File: src/rtl/wb_grf.sv
// Write-back stage register file: decodes the W-stage instruction into a commit and holds 32x32 GPRs.
// Optional macro GRF_BYPASS_EN forwards the in-flight write to the D-stage read ports.
module wb_grf (
    input  logic        clk,
    input  logic        reset,
    input  logic [31:0] W_instr,
    input  logic [31:0] W_PC,
    input  logic [31:0] W_ALU,
    input  logic [31:0] W_DM,
    input  logic        W_flag,
    input  logic [4:0]  D_rs,
    input  logic [4:0]  D_rt,
    output logic [31:0] D_rs_data,
    output logic [31:0] D_rt_data,
    output logic        wb_we,
    output logic [4:0]  wb_addr,
    output logic [31:0] wb_data
);
    localparam logic [5:0] OP_RTYPE = 6'b000000;
    localparam logic [5:0] OP_ORI   = 6'b001101;
    localparam logic [5:0] OP_LUI   = 6'b001111;
    localparam logic [5:0] OP_LW    = 6'b100011;
    localparam logic [5:0] OP_JAL   = 6'b000011;
    localparam logic [5:0] FN_ADD   = 6'b100000;
    localparam logic [5:0] FN_SUB   = 6'b100010;
    localparam logic [5:0] FN_JALR  = 6'b001001;

    logic [31:0] regs_q [32];
    logic [31:0] regs_d [32];

    logic [5:0]  opcode;
    logic [5:0]  funct;
    logic [4:0]  rt;
    logic [4:0]  rd;
    logic [31:0] pc_plus8;
    logic        dec_we;
    logic [4:0]  dec_dest;
    logic [31:0] dec_data;
    logic        unused_instr;

    assign opcode   = W_instr[31:26];
    assign funct    = W_instr[5:0];
    assign rt       = W_instr[20:16];
    assign rd       = W_instr[15:11];
    assign pc_plus8 = W_PC + 32'd8;
    assign unused_instr = ^{W_instr[25:21], W_instr[10:6]};

    always_comb begin
        dec_we   = 1'b0;
        dec_dest = 5'd0;
        dec_data = 32'd0;
        case (opcode)
            OP_RTYPE: begin
                if (funct == FN_ADD || funct == FN_SUB) begin
                    dec_we   = 1'b1;
                    dec_dest = rd;
                    dec_data = W_ALU;
                end else if (funct == FN_JALR) begin
                    dec_we   = 1'b1;
                    dec_dest = rd;
                    dec_data = pc_plus8;
                end
            end
            OP_ORI, OP_LUI: begin
                dec_we   = 1'b1;
                dec_dest = rt;
                dec_data = W_ALU;
            end
            OP_LW: begin
                dec_we   = 1'b1;
                dec_dest = rt;
                dec_data = W_DM;
            end
            OP_JAL: begin
                dec_we   = 1'b1;
                dec_dest = 5'd31;
                dec_data = pc_plus8;
            end
            default: ;
        endcase
    end

    // Outputs stay zeroed when nothing commits, so $0 writes never reach the array.
    always_comb begin
        wb_we   = dec_we && !W_flag && (dec_dest != 5'd0);
        wb_addr = wb_we ? dec_dest : 5'd0;
        wb_data = wb_we ? dec_data : 32'd0;
    end

    always_comb begin
        for (int i = 0; i < 32; i++) regs_d[i] = regs_q[i];
        if (wb_we) regs_d[wb_addr] = wb_data;
    end

    always_ff @(posedge clk) begin
        if (reset) begin
            for (int i = 0; i < 32; i++) regs_q[i] <= 32'd0;
        end else begin
            for (int i = 0; i < 32; i++) regs_q[i] <= regs_d[i];
        end
    end

    always_comb begin
        D_rs_data = (D_rs == 5'd0) ? 32'd0 : regs_q[D_rs];
        D_rt_data = (D_rt == 5'd0) ? 32'd0 : regs_q[D_rt];
`ifdef GRF_BYPASS_EN
        if (wb_we && D_rs != 5'd0 && wb_addr == D_rs) D_rs_data = wb_data;
        if (wb_we && D_rt != 5'd0 && wb_addr == D_rt) D_rt_data = wb_data;
`endif
    end
endmodule

File: config.mk
export PLATFORM = sky130hd
export DESIGN_NAME = wb_grf
export DESIGN_NICKNAME = d
export VERILOG_FILES = /design/src/rtl/wb_grf.sv
export SDC_FILE = /design/constraint.sdc
export NUM_CORES = 2
export LEC_CHECK = 0
export BUFFER_PORTS_ARGS = -buffer_cell sky130_fd_sc_hd__buf_2
export CORE_ASPECT_RATIO = 1.25
export CORE_MARGIN = 5
export CORE_UTILIZATION = 55
export DETAILED_ROUTE_END_ITERATION = 16
export HOLD_SLACK_MARGIN = 0.03
export MAX_ROUTING_LAYER = met4
export PLACE_DENSITY = 0.81
export SLEW_MARGIN = 5
export SYNTH_ARGS = -nofsm -noshare
export SYNTH_HDL_FRONTEND = slang
export SYNTH_SLANG_ARGS = --single-unit
File: constraint.sdc
create_clock -name clk -period 5.6 [get_ports clk]
set_input_delay 1.12 -clock clk [delete_from_list [all_inputs] [get_ports clk]]
set_output_delay 1.12 -clock clk [all_outputs]
set_load 0.05 [all_outputs]
==> out/qor.yml <==
outcome: "completed"
drt_iter0_drc: 8134
largest-register: "regs_q"
yosysUniqueCellTypes: 63
crit_buf_inv: 4
post-route-period-util: 0.959
rsz0062_at_grt: "false"
synthTopCellsByArea: "dfxtp_1 39%, mux4_2 27%, nand2_1 7.2%"
r2r_slack_ns: 4.83
cts.sinks: 1024
rr_worst_depth: 2
wl_um: 191000
critPathSlowestCell: "nor4bb_2"
syn_inst: 5224
fin_worst_skew_ns: 0
avgSynthCellArea_um2: 10.2
fp-row-count: 127
worstPathCellList: "buf_2 > nor4bb_2 > nand3_1 > nand2_1 > buf_4 > nand2_1 > a21o_1 > inv_1 > buf_2"
portBuffers: 232
grt_start_max_net_pins: 273
synth-seq-cells: 1024
avgViaCountPerCell: 7.10
synth_common_cells: "1024 x dfxtp_1, 1021 x nand2_1, 640 x mux4_2"
crit_type: "input pin to output port"
insertion_delay_ns: 0.68
start_util: 0.554
hpwlAfterDp_um: 111000
routedWlPerCell_um: 29.1
grt.overflow.total: 0
synth_nets: 5366
synth_area_leader_cell: "dfxtp_1"
postCtsSetupRepairBufs: 0
slew_headroom: 0.108
synth_edf_count: 0
gp_congestion: 0.949
numCtsBuffers: 103
max_stage_delay_ns: 1.03
antenna_left: 0
largest_reg_flops: 1024
synth_fa_ha_area_frac: 0.000235
post_cts_resized: 0
hp-start: "regs_q[14][2]"
dieArea_um2: 103000
cp.required_ns: 4.48
start_kind: "input pin"
maxCapViolations: 0
nets: 5319
hold_buffers: 0
die_x_um: 288
synthXorXnorAreaFrac: 0.00428
area.growth.synth_to_final_pct: 12.0
ioPinCount: 243
holdPathEnd: "regs_q[14][2]"
yosysTopAreaCellShare: 0.386
max_freq_mhz: 186
timing.final.ws_setup_ns: 0.228
min_path_type: "flip-flop to flip-flop"
grt_pass1_wl_um: 280000
critPathMaxFanout: 22
syn_area_um2: 53100
path_clk_slew_ns: 0.06
final.min_clock_period_ns: 5.37
ys_seq_area_frac: 0.386
synth_warnings: 0
fp.dieH_um: 358
cts_tree: "done"
drive_above_1_share: 0.256
leakagePower_nw: 19.9
synth_top_family_by_area: "multiplexers"
reg.largest.list: "regs_q: 1024 flops"
first_global_vias: 46400
drc_errors: 0
synth_compound_area_frac: 0.108
post-place-ws_ns: 0.459
worst_pin_slew_ns: 1.34
whs_path_depth: 2
synth_flop_cell: "dfxtp_1"
antenna_found_initial: 7
clock_path_buffers: 3
synth_most_common_cell: "dfxtp_1"
async_flop_share: 0
drt_pass1_iterations: 6
slew_violations: 0
cts-root-buf: "clkbuf_16"
core_area_um2: 96000
htree_levels: 3
worst_setup_path_end_kind: "output port"
rr_endpoint: "regs_q[19][6]"
setup_viol: 0
p_per_area_nw_per_um2: 268
crit_family: "simple AND/OR/NAND/NOR gates"
grt_usage: 0.369
yosys.area_share.simple: 0.173
hold_viol_final: 0
synthMuxAreaShare: 0.283
critPathArrivalTime_ns: 4.25
peakVddDrop_mv: 0.307
r2r_start: "regs_q[19][6]"
setup_tns_ns: 0
vias: 46600
cell families (layout without fill, tap and decap cells):
logic type / after synthesis / after routing
flops: 1024 / 1024
mux: 704 / 704
compound gates: 1062 / 1062
fa+ha+maj: 1 / 1
simple gates: 1813 / 1813
xor+xnor: 26 / 26
other cells: 0 / 7
buf+inv: 594 / 636
per-stage QoR:
stage	cell area, um2	utilization	hold slack, ns	std cells	power (W)
2_1_floorplan	53100	-	0.439	5224	0.00801
3_5_place_dp	55600	0.580	0.457	6362	0.00827
3_3_place_gp	55600	0.580	0.447	6362	0.00827
4_1_cts	59500	0.620	0.465	6556	0.0159
6_report	59500	0.620	0.466	6563	0.0159
5_1_grt	59500	0.620	0.484	6563	0.0162
placed cells by master, fill, tap and decap left out, types with 17 or more instances in the layout:
master,n
a21oi_1,482
nand2_1,1020
dfxtp_1,1024
buf_4,153
nand2b_1,92
o21ai_0,308
bufinv_16,20
buf_12,35
o21ai_2,31
or3_1,20
mux2i_1,64
mux4_2,640
xnor2_1,17
nand3_1,20
nor2_2,18
inv_1,21
clkbuf_8,23
clkbuf_1,18
o22ai_1,80
nor2b_1,32
nor2_1,84
o21ai_1,105
nand3b_1,433
clkbuf_16,108
buf_2,221
layout make-up:
type	count	area (um2)
flip-flops and latches	1024	20500
multi-input cells	3606	30400
fillers	7370	36500
diodes	7	17.5
clock buffers	149	3090
repair buffers	416	3050
well taps	1290	1610
clock inverters	45	763
inverters	26	97.6
worst max path at each step:
stage               startpoint            end  depth (start not counted)
detailed placement  W_instr[5]    wb_data[29]                          9
CTS                 W_instr[5]    wb_data[29]                          9
global route        W_instr[5]    wb_data[29]                          9
global placement    W_instr[5]    wb_data[29]                          9
finish              W_instr[1]    wb_data[31]                          9
floorplan              D_rt[0]  D_rt_data[10]                          7
metal layers:
| metal | up-vias | wire (um) | global-route usage |
|---|---|---|---|
| met4 | 0 | 18100 | 0.270 |
| met1 | 22400 | 60700 | 0.428 |
| met2 | 3994 | 83900 | 0.540 |
| li1 | 19000 | - | - |
| met5 | - | 0 | - |
| met3 | 1174 | 28200 | 0.119 |
worst min-delay path, cell delays in order (launching register included):
cell	delay, ns
dfxtp_1	0.31
nand2_1	0.05
a21oi_1	0.05
report_power, final:
| group | internal [W] | switching [W] | total [W] |
|---|---|---|---|
| Combinational | 0.000348 | 0.000506 | 0.000854 |
| Sequential | 0.00728 | 0.00000000182 | 0.00728 |
| Clock | 0.00475 | 0.00306 | 0.00781 |
| Total | 0.0124 | 0.00356 | 0.0159 |
No activity file was read; power rests on OpenSTA's default activity.
